--- config.mk ---
export PLATFORM = sky130hd
export DESIGN_NAME = mem_arbiter_flat
export DESIGN_NICKNAME = d
export VERILOG_FILES = /design/src/rtl/mem_arbiter_if.sv /design/src/rtl/mem_arbiter.sv /design/src/flat_wrapper.sv
export SDC_FILE = /design/constraint.sdc
export NUM_CORES = 1
export LEC_CHECK = 0
export BUFFER_PORTS_ARGS = -buffer_cell sky130_fd_sc_hd__clkbuf_2
export CORE_AREA = 3 3 128 130
export CTS_BUF_LIST = sky130_fd_sc_hd__clkbuf_16
export DETAILED_ROUTE_END_ITERATION = 7
export DIE_AREA = 0 0 131 133
export PLACE_DENSITY_LB_ADDON = 0.15
export SETUP_SLACK_MARGIN = 0.4
export SLEW_MARGIN = 20
export SYNTH_ARGS = -nofsm -noshare
export SYNTH_HDL_FRONTEND = slang
export SYNTH_SLANG_ARGS = --single-unit
export TNS_END_PERCENT = 20
--- constraint.sdc ---
create_clock -name CLK -period 1.5 [get_ports CLK]
set_clock_uncertainty 0.15 [all_clocks]
set_input_delay 0.45 -clock CLK [delete_from_list [all_inputs] [get_ports CLK]]
set_output_delay 0.45 -clock CLK [all_outputs]
set_load 0.02 [all_outputs]
--- src/rtl/mem_arbiter_if.sv ---
// mem_arbiter_if: bus bundle between the RAM arbiter, its three requesters and the RAM port
// slave  : arbiter side (takes requests and RAM status, drives waits, read data and RAM controls)
// master : environment side (drives requests and RAM status, observes waits and RAM controls)
interface mem_arbiter_if #(parameter int WORD_W = 32);
  logic [1:0]             iREN;
  logic [1:0][WORD_W-1:0] iaddr;
  logic [1:0]             iwait;
  logic [1:0][WORD_W-1:0] iload;
  logic                   dREN;
  logic                   dWEN;
  logic [WORD_W-1:0]      daddr;
  logic [WORD_W-1:0]      dstore;
  logic                   dwait;
  logic [WORD_W-1:0]      dload;
  logic                   ramREN;
  logic                   ramWEN;
  logic [WORD_W-1:0]      ramaddr;
  logic [WORD_W-1:0]      ramstore;
  logic [WORD_W-1:0]      ramload;
  logic [1:0]             ramstate;
  modport slave (
    input  iREN, iaddr, dREN, dWEN, daddr, dstore, ramload, ramstate,
    output iwait, iload, dwait, dload, ramREN, ramWEN, ramaddr, ramstore
  );
  modport master (
    output iREN, iaddr, dREN, dWEN, daddr, dstore, ramload, ramstate,
    input  iwait, iload, dwait, dload, ramREN, ramWEN, ramaddr, ramstore
  );
endinterface

--- src/rtl/mem_arbiter.sv ---
// mem_arbiter: single RAM port shared by two instruction fetchers (round-robin) and a data channel (priority)
// Ports: CLK, RST (sync, active-high), bus (mem_arbiter_if.slave: requests, waits, read data, RAM controls)
// Optional: MEM_ARB_STARVE_EN adds a counter that forces an instruction grant after IMAX_WAIT data grants
module mem_arbiter #(
  parameter int WORD_W    = 32,
  parameter int IMAX_WAIT = 4
) (
  input logic          CLK,
  input logic          RST,
  mem_arbiter_if.slave bus
);
  typedef enum logic [1:0] {IDLE, DATA, INSTR} state_t;
  state_t st_q, st_d;
  logic gcore_q, gcore_d, rr_q, rr_d;
  logic acc, dreq, ireq, live, d_done, i_done, starve;
  assign acc    = bus.ramstate == 2'd2;
  assign dreq   = bus.dREN | bus.dWEN;
  assign ireq   = |bus.iREN;
  // a grant stays live only while its requester keeps asking; otherwise it is aborted
  assign live   = (st_q == DATA && dreq) || (st_q == INSTR && bus.iREN[gcore_q]);
  assign d_done = st_q == DATA && dreq && acc;
  assign i_done = st_q == INSTR && bus.iREN[gcore_q] && acc;
`ifdef MEM_ARB_STARVE_EN
  localparam int CW = $clog2(IMAX_WAIT + 1);
  logic [CW-1:0] cnt_q, cnt_d;
  always_comb begin
    cnt_d = cnt_q;
    if ((st_q == IDLE && !ireq) || i_done) cnt_d = '0;
    else if (d_done && ireq && cnt_q != CW'(IMAX_WAIT)) cnt_d = cnt_q + 1'b1;
  end
  always_ff @(posedge CLK) cnt_q <= RST ? '0 : cnt_d;
  assign starve = cnt_q == CW'(IMAX_WAIT);
`else
  logic unused_imax;
  assign unused_imax = ^IMAX_WAIT;
  assign starve      = 1'b0;
`endif
  always_comb begin
    st_d    = st_q;
    gcore_d = gcore_q;
    rr_d    = i_done ? ~gcore_q : rr_q;
    if (st_q == IDLE) begin
      if (ireq && (starve || !dreq)) begin
        st_d    = INSTR;
        gcore_d = bus.iREN[rr_q] ? rr_q : ~rr_q;
      end else if (dreq) st_d = DATA;
    end else if (!live || acc) st_d = IDLE;
  end
  always_ff @(posedge CLK) begin
    if (RST) begin
      st_q    <= IDLE;
      gcore_q <= 1'b0;
      rr_q    <= 1'b0;
    end else begin
      st_q    <= st_d;
      gcore_q <= gcore_d;
      rr_q    <= rr_d;
    end
  end
  // enables follow the live request so an abort drops them in the same cycle
  assign bus.ramWEN   = st_q == DATA && bus.dWEN;
  assign bus.ramREN   = (st_q == DATA && bus.dREN && !bus.dWEN) || (st_q == INSTR && bus.iREN[gcore_q]);
  assign bus.ramaddr  = st_q == DATA ? bus.daddr : st_q == INSTR ? bus.iaddr[gcore_q] : {WORD_W{1'b0}};
  assign bus.ramstore = st_q == DATA ? bus.dstore : {WORD_W{1'b0}};
  assign bus.dwait    = ~d_done;
  assign bus.iwait    = ~({1'b0, i_done} << gcore_q);
  assign bus.dload    = bus.ramload;
  assign bus.iload    = {2{bus.ramload}};
endmodule

--- src/flat_wrapper.sv ---
// flat-port wrapper written by rule: the top's interface ports become plain ports
module mem_arbiter_flat 
#(
  parameter int WORD_W    = 32,
  parameter int IMAX_WAIT = 4
)
  (CLK, RST, bus_iREN, bus_iaddr, bus_dREN, bus_dWEN, bus_daddr, bus_dstore, bus_ramload, bus_ramstate, bus_iwait, bus_iload, bus_dwait, bus_dload, bus_ramREN, bus_ramWEN, bus_ramaddr, bus_ramstore);
  mem_arbiter_if #(.WORD_W(WORD_W)) bus_i ();
  input logic CLK;
  input logic RST;
  input wire logic [$bits(bus_i.iREN)-1:0] bus_iREN;
  input wire logic [$bits(bus_i.iaddr)-1:0] bus_iaddr;
  input wire logic [$bits(bus_i.dREN)-1:0] bus_dREN;
  input wire logic [$bits(bus_i.dWEN)-1:0] bus_dWEN;
  input wire logic [$bits(bus_i.daddr)-1:0] bus_daddr;
  input wire logic [$bits(bus_i.dstore)-1:0] bus_dstore;
  input wire logic [$bits(bus_i.ramload)-1:0] bus_ramload;
  input wire logic [$bits(bus_i.ramstate)-1:0] bus_ramstate;
  output wire logic [$bits(bus_i.iwait)-1:0] bus_iwait;
  output wire logic [$bits(bus_i.iload)-1:0] bus_iload;
  output wire logic [$bits(bus_i.dwait)-1:0] bus_dwait;
  output wire logic [$bits(bus_i.dload)-1:0] bus_dload;
  output wire logic [$bits(bus_i.ramREN)-1:0] bus_ramREN;
  output wire logic [$bits(bus_i.ramWEN)-1:0] bus_ramWEN;
  output wire logic [$bits(bus_i.ramaddr)-1:0] bus_ramaddr;
  output wire logic [$bits(bus_i.ramstore)-1:0] bus_ramstore;
  assign bus_i.iREN = bus_iREN;
  assign bus_i.iaddr = bus_iaddr;
  assign bus_i.dREN = bus_dREN;
  assign bus_i.dWEN = bus_dWEN;
  assign bus_i.daddr = bus_daddr;
  assign bus_i.dstore = bus_dstore;
  assign bus_i.ramload = bus_ramload;
  assign bus_i.ramstate = bus_ramstate;
  assign bus_iwait = bus_i.iwait;
  assign bus_iload = bus_i.iload;
  assign bus_dwait = bus_i.dwait;
  assign bus_dload = bus_i.dload;
  assign bus_ramREN = bus_i.ramREN;
  assign bus_ramWEN = bus_i.ramWEN;
  assign bus_ramaddr = bus_i.ramaddr;
  assign bus_ramstore = bus_i.ramstore;
  mem_arbiter #(.WORD_W(WORD_W), .IMAX_WAIT(IMAX_WAIT)) u_core (.CLK(CLK), .RST(RST), .bus(bus_i));
endmodule
### Word-level counts from Yosys, hierarchy flattened

Index checks and enable logic that the tools add are counted.

| operators by class | value |
|---|---|
| add/sub/neg operators | 0 |
| multiply operators | 0 |
| divide/modulo/power cells | 0 |
| order comparisons | 2 |
| equality and inequality tests | 4 |
| shift operators | 1 |
| mux-type cells | 14 |
| bitwise logic cells | 5 |
| reduce and logical (&&, ||, !) cells | 19 |

Operators with widths:

| kind | count |
|---|---|
| 32-bit 2-to-1 mux | 5 |
| 1-bit logical AND | 8 |
| 2-bit 2-to-1 mux | 4 |
| 1-bit 2-to-1 mux | 5 |
| 2-bit == test, second input constant | 2 |
| 1-bit by 2-bit < comparator with 1-bit output, second input constant | 2 |
| 2-bit AND reduction | 2 |
| 1-bit logical NOT | 3 |
| 1-bit logical OR | 3 |
| 3-bit by 2-bit inequality test with 1-bit output, second input constant | 1 |
| 1-bit inverter | 3 |
| 2-bit by 1-bit == test with 1-bit output, second input constant | 1 |
| 2-bit logical NOT | 1 |
| 2-bit inverter | 1 |
| 2-bit nonzero test | 1 |
| 2-bit OR reduction | 1 |
| 1-bit by 1-bit << shifter with 2-bit output | 1 |
| 1-bit bitwise OR | 1 |

| storage, ports and cells | value |
|---|---|
| flip-flop bits (word level) | 4 |
| latch bits | 0 |
| bits in writable memories | 0 |
| bits in read-only memories | 0 |
| input port bits | 168 |
| output and inout bits | 165 |
| word-level logic and storage cells | 48 |
| memories kept | 0 |

### Depth between registers and ports, before layout

Gate-level depths: netlist of run 1.

| depth | value |
|---|---|
| depth after elaboration | 8 |
| mapped depth | 5 |

### Worst setup path after synthesis of run 1

Ideal clock, no wire load.

| timing path | value |
|---|---|
| path type | register to output |
| start | reg u_core.gcore_q |
| end | out bus_ramaddr[10] |
| arrival | 1.274 ns |
| data required time | 0.900 ns |
| path slack | -0.374 ns |
| stages on the path, launching flop included | 5 |
| buffers on the path | 2 |
| cells stage by stage | dfxtp_1 > buf_6 > buf_2 > mux2i_1 > o21ai_0 |

| on the way | value |
|---|---|
| cells in the longest elaborated chain, start to end | 4 |

Ends and longest elaborated chain:

| item | RTL line | text |
|---|---|---|
| start: declaration | mem_arbiter.sv:14 | `logic gcore_q, gcore_d, rr_q, rr_d;` |
| start signal: assignment | mem_arbiter.sv:56 | `gcore_q <= gcore_d;` |
| 32-bit 2-to-1 mux (implied by the code) (2 in a row) | mem_arbiter.sv:63 | `assign bus.ramaddr = st_q == DATA ? bus.daddr : st_q == INSTR ? bus.iaddr[gcore_q] : {WORD_W{1'b0}};` |
| 32-bit 2-to-1 mux (2 in a row) | mem_arbiter.sv:63 |  |
| end: declaration | flat_wrapper.sv:25 | `output wire logic [$bits(bus_i.ramaddr)-1:0] bus_ramaddr;` |

Every way passes these cells. The select of a mux whose other input is x is not followed.

### Worst setup path after layout of run 1

| timing path | value |
|---|---|
| start | reg u_core.gcore_q |
| end | out bus_ramaddr[5] |

The elaborated chain is that of the path after synthesis.

==> results.json, run 1 <==
{
  "r2r_end": "u_core.rr_q",
  "arrival_ps": 1430,
  "vias": 2187,
  "finalHoldViolations": 0,
  "synth_top_family_by_area": "buffers and inverters",
  "r2r-start": "u_core.gcore_q",
  "final_area_um2": 4149,
  "cts_tree": "yes",
  "critical-path-max-stage-delay_ps": 360,
  "core_um2": 15260,
  "fin_ws_ps": -532.5,
  "cts_inserted_buffers": 3,
  "crit_path_start": "u_core.gcore_q",
  "layout-drive-gt1-share_pct": 83.17,
  "crit_required_ps": 900,
  "yosysUniqueCellTypes": 28,
  "leakage_uw": 0.001838,
  "final_max_slew_viol_count": 0,
  "wire_per_inst_um": 13.34,
  "cpMostUsedCell": "buf_12",
  "cp_cell_sequence": "buf_12, buf_12, buf_16, mux2i_4, o21ai_4, buf_8",
  "multiInputGateArea_um2": 1722,
  "dr.pass1.iters": 4,
  "min_period_over_period_pct": 135.5,
  "ys_ff_latch": 4,
  "final_core_util_pct": 27.19,
  "synth_compound_area_share_pct": 11.72,
  "ys_seq_area_share_pct": 4.261,
  "startpoint_type": "register",
  "port_buffers": 204,
  "fp.dieH_um": 133,
  "drc": 0,
  "synth_xor_xnor_area_share_pct": 0,
  "synth_flop_cell": "dfxtp_1",
  "grt_pass1_vias": 2323,
  "synth-async-reset-ratio_pct": 0,
  "syn_area_um2": 1879,
  "syn_area_per_cell_um2": 7.039,
  "gp_congestion": 0.7265,
  "setup_viol": 69,
  "clock_sinks": 4,
  "final.min_clock_period_ps": 2033,
  "synth_warnings": 0,
  "grt_pass1_wl_um": 11760,
  "worst_pin_slew_ps": 332.8,
  "r2r_setup_slack_ps": 110,
  "htreeDepth": 1,
  "cts_root_buf": "clkbuf_16",
  "synth-simple-area-share_pct": 22.57,
  "antenna_found_initial": 0,
  "worstPathMaxFanout": 7,
  "dpl_cell_area_um2": 3184,
  "violations": "setup timing",
  "max_freq_ghz": 0.4920,
  "totalWireLength_um": 8124,
  "fp-row-count": 45,
  "design.die.area_um2": 17420,
  "grtUsageTotal_pct": 8.331,
  "seqCellArea_um2": 88.84,
  "critPathKind": "register to output port",
  "critPathCaptureType": "output port",
  "initial_utilization_pct": 12.32,
  "gr-total-overflow": 0,
  "avgViaCountPerCell": 3.591,
  "synthAdderAreaFrac_pct": 0,
  "drt_iter0_drc": 32,
  "hpwl_um": 6266,
  "clkTransAtPathRegs_ps": 30,
  "p_per_area_nw_per_um2": 462.7,
  "ant_nets": 0,
  "syn-num-nets": 435,
  "rsz0062_at_grt": "true",
  "clk-insertion-delay-late_ps": 220,
  "vdd.ir_drop.worst_mv": 0.2747,
  "synthMuxAreaShare_pct": 17.84,
  "synth_cells": 267,
  "cap_violations": 0,
  "hp-class": "input pin to register",
  "r2r_cells": 5,
  "max_slew_margin_pct": 77.24,
  "nFillCells": 1614,
  "die_x_um": 131,
  "diodes": 0,
  "synth-edff-count": 0,
  "crit_end": "bus_ramaddr[5]",
  "clk_path_buf_depth": 2,
  "status": "finished, violations left",
  "io-pin-count": 333,
  "area_growth_pct": 120.8,
  "slowest_stage": "dfxtp_4",
  "grt_max_degree": 33,
  "finalNetCount": 568
}
[repair_timing]
item,CTS,global route
endpoints found under the setup margin,73,73
cloned,3,1
hold buffers,0,0
resized for setup,117,53
pin swaps,17,7
buffers inserted,6,0
[synthesized netlist by cell type (2+ instances only)]
library cell	n	area, um^2
buf_6	4	45.04
buf_4	97	728.2
nand2_1	33	123.9
dfxtp_1	4	80.08
o21ai_0	27	135.1
inv_1	2	7.510
and2_1	33	206.5
nor2_1	2	7.510
buf_2	4	20.02
o21ai_1	5	25.02
a21oi_1	3	15.01
mux2i_1	32	320.3
clkbuf_1	5	18.77
nand3b_1	2	15.01
[logic make-up after synthesis]
logic type,Yosys count
multiplexers,33
AND/OR/NAND/NOR,78
flip-flops,4
buffers and inverters,112
AO/OA/AOI/OAI,40
[worst max-delay path: cells and delay by family (launching register included)]
family | cells | cell delay (ps)
buf+inv | 4 | 520
flops | 1 | 360
mux | 1 | 190
compound gates | 1 | 130
[state kept, by name, summed over array words and instances, names as in the netlist]
signal and count:
u_core.st_q 2, u_core.gcore_q 1, u_core.rr_q 1
[routing by layer]
layer  track usage, %  share of wire, %
met5                0                 0
met4            1.943               1.8
met3            1.736               7.9
met1            9.439                37
met2            15.60                53
[power breakdown]
group	internal [uW]	leakage [uW]	total, uW	switching, uW
Sequential	111	0.0000344	119	7.26
Combinational	761	0.00177	1390	626
Clock	340	0.0000370	414	73.4
[placed cells by master (no fill, tap or decap), drive strengths merged]
cell type,n
nand3b,2
and2,33
dfxtp,4
inv,2
mux2,1
clkbuf,184
nand2,33
a311oi,1
a31o,1
a32o,1
nor2,2
nor4,1
and2b,1
nand2b,1
nand4,1
nand4b,1
nor2b,2
o21ai,32
a21oi,4
buf,57
a2111oi,1
or2,1
mux2i,32
[cell type report]
class                           count  share of cell area [%]
Clock buffer                        3                   1.809
Sequential cell                     4                   2.141
Inverter                            2                  0.1809
Tap cell                          211                   6.363
Multi-Input combinational cell    151                   41.50
Timing Repair Buffer              238                   48.01
[worst min-delay path by stage]
stage,cells past startpoint,start,endpoint
CTS,2,RST,u_core.rr_q
floorplan,1,u_core.st_q[0],u_core.st_q[0]
finish,2,RST,u_core.rr_q
detailed placement,3,u_core.rr_q,u_core.rr_q
global placement,3,u_core.rr_q,u_core.rr_q
global route,2,RST,u_core.rr_q
[stage by stage]
step                hold WS, ps  instances  worst slack, ps  TNS, ps  total power, uW
global route              302.2        609           -572.5   -34070             2021
floorplan                 330.9        267           -105.6    -4846             1122
detailed placement        406.4        596           -343.2   -15830             1161
CTS                       292.5        608           -547.5   -32120             1860
global placement          419.6        596           -330.2   -15790             1159
finish                    294.1        609           -532.5   -30670             1920
No activity file was read; power rests on OpenSTA's default activity.
==> run 2, diff against run 1 <==
--- a/config.mk
+++ b/config.mk
@@ -11,7 +11,7 @@
 export DETAILED_ROUTE_END_ITERATION = 7
 export DIE_AREA = 0 0 131 133
 export PLACE_DENSITY_LB_ADDON = 0.15
-export SETUP_SLACK_MARGIN = 0.4
+export SETUP_SLACK_MARGIN = 0.05
 export SLEW_MARGIN = 20
 export SYNTH_ARGS = -nofsm -noshare
 export SYNTH_HDL_FRONTEND = slang
==> run 2 against run 1 <==
Against the previous run: core utilization decreased by 3.6 points; global-route usage decreased by 0.71 points; worst hold slack improved by 6.0 ps; sequential share of layout area increased by 0.33 points; critical path depth decreased by 2; the run still ends with setup timing left; via count decreased by 3.7%; final cell count decreased by 1.5%; first-iteration DRC count decreased by 47%.
==> results.json, run 2 (synthesized netlist as in run 1, its figures left out) <==
{
  "critPathKind": "register to output port",
  "r2r-start": "u_core.gcore_q",
  "power.total_uw": 1685,
  "vias": 2107,
  "slowest_stage": "dfxtp_4",
  "grtUsageTotal_pct": 7.623,
  "port_buffers": 204,
  "die_x_um": 131,
  "antenna_found_initial": 0,
  "critPathCaptureType": "output port",
  "gr-total-overflow": 0,
  "clkPwrFrac_pct": 24.4,
  "seqCellArea_um2": 88.84,
  "arrival_ps": 1390,
  "fin_ws_ps": -491.8,
  "final_common_cell": "clkbuf_2",
  "violations": "setup timing",
  "p_int_uw": 1058,
  "core_um2": 15260,
  "cp_cell_sequence": "buf_6, mux2_4, a32o_2, buf_8",
  "tns_ps": -28880,
  "diodes": 0,
  "hp-class": "input pin to register",
  "area_growth_pct": 91.54,
  "cts_root_buf": "clkbuf_16",
  "largest_reg_flops": 2,
  "combPwrFrac_pct": 68.5,
  "totalWireLength_um": 7807,
  "hold_end": "u_core.rr_q",
  "worstPathMaxFanout": 3,
  "r2r_cells": 5,
  "htreeDepth": 1,
  "fp.dieH_um": 133,
  "pwr-share-seq_pct": 7.1,
  "hpwl_um": 6087,
  "max_freq_ghz": 0.5020,
  "wire_per_inst_um": 13.01,
  "drc": 0,
  "grt_pass1_vias": 2168,
  "layout-drive-gt1-share_pct": 79.18,
  "fp-row-count": 45,
  "cap_violations": 0,
  "p_per_area_nw_per_um2": 468.0,
  "min_path_cells": 2,
  "multiInputGateArea_um2": 1493,
  "top_regs": "u_core.st_q: 2 flops, u_core.gcore_q: 1 flops, u_core.rr_q: 1 flops",
  "r2r_setup_slack_ps": 40,
  "place_inst": 591,
  "status": "finished, violations left",
  "ant_nets": 0,
  "swShare_pct": 37.20,
  "leakage_uw": 0.001672,
  "dpl_worst_slack_ps": -350.9,
  "largest-register": "u_core.st_q",
  "vdd.ir_drop.worst_mv": 0.4060,
  "startpoint_type": "register",
  "design.die.area_um2": 17420,
  "cts_tree": "yes",
  "avgViaCountPerCell": 3.512,
  "r2r_end": "u_core.rr_q",
  "grt_max_degree": 43,
  "clock_sinks": 4,
  "clk_path_buf_depth": 2,
  "crit_required_ps": 900,
  "finalNetCount": 559,
  "max_slew_margin_pct": 76.97,
  "clkTransAtPathRegs_ps": 30,
  "io-pin-count": 333,
  "final_cell_mix": "clkbuf_2 (149), nand2_1 (33), buf_4 (31)",
  "critical-path-max-stage-delay_ps": 390,
  "worst_pin_slew_ps": 336.8,
  "cts_inserted_buffers": 3,
  "drt_iter0_drc": 17,
  "clk-insertion-delay-late_ps": 220,
  "grt_pass1_wl_um": 10800,
  "p_sw_uw": 626.7,
  "worst-path-buf-inv": 2,
  "min_period_over_period_pct": 132.8,
  "initial_utilization_pct": 12.32,
  "rsz0062_at_grt": "true",
  "hold_slack_ps": 300.0,
  "gp_congestion": 0.7019,
  "final_max_slew_viol_count": 0,
  "dr.pass1.iters": 4,
  "crit_family": "flip-flops",
  "setup_viol": 69,
  "hp-start": "RST",
  "stdcell_count": 600,
  "final.min_clock_period_ps": 1992,
  "nFillCells": 1712,
  "finalHoldViolations": 0
}
[run 2: changes by cell type in the layout (fill, tap and decap cells not counted), moves of 7 or more]
cell     change
and2_1       +8
and2_4       -8
buf_4       +16
buf_6        -9
buf_8        -7
mux2i_2     +19
mux2i_4     -19
[run 2: worst register-to-register path: cells and delay by family (launching register included)]
| kind | cells | cell delay (ps) |
|---|---|---|
| compound gates | 2 | 300 |
| flops | 1 | 390 |
| buf+inv | 2 | 260 |
| mux | 1 | 300 |
[run 2: how the worst max path moves through the flow]
stage / start / endpoint / slack, ps / cells after the start
global placement: u_core.gcore_q / bus_ramaddr[5] / -350 / 4
floorplan: u_core.gcore_q / bus_ramREN / -110 / 3
detailed placement: u_core.gcore_q / bus_ramaddr[5] / -350 / 4
global route: u_core.st_q[0] / bus_ramaddr[7] / -530 / 6
CTS: u_core.gcore_q / bus_ramREN / -510 / 4
finish: u_core.gcore_q / bus_ramREN / -490 / 4
[run 2: routing by layer]
metal | track usage [%] | routed length, um
met5 | 0 | 0
met4 | 1.829 | 148
met3 | 1.655 | 662
met2 | 14.73 | 4114
met1 | 8.188 | 2881
[run 2: metrics by stage]
step / utilization, % / cell area, um^2
4_1_cts: 22.71 / 3466
3_5_place_dp: 19.83 / 3025
5_1_grt: 23.59 / 3600
2_1_floorplan: - / 2415
3_3_place_gp: 19.83 / 3025
6_report: 23.59 / 3600
[run 2: final cells by class]
| type | instances | share of cell area [%] |
|---|---|---|
| Inverter | 2 | 0.2086 |
| Tap cell | 211 | 7.334 |
| Clock buffer | 3 | 2.086 |
| Sequential cell | 4 | 2.468 |
| Timing Repair Buffer | 229 | 46.44 |
| Multi-Input combinational cell | 151 | 41.47 |
[run 2: power groups by stage]
stage,logic (uW),registers [uW],clock network [uW]
3_3_place_gp,977,120,0
5_1_grt,1240,121,426
4_1_cts,1100,121,420
6_report,1150,120,411
2_1_floorplan,972,121,0
3_5_place_dp,982,120,0
[run 2: what timing repair did]
| item | CTS | global route |
|---|---|---|
| pin swaps | 1 | 4 |
| resized for setup | 76 | 46 |
| setup endpoints to repair | 70 | 70 |
| hold buffers | 0 | 0 |
| setup buffers | 1 | 2 |
| gates cloned | 1 | 2 |
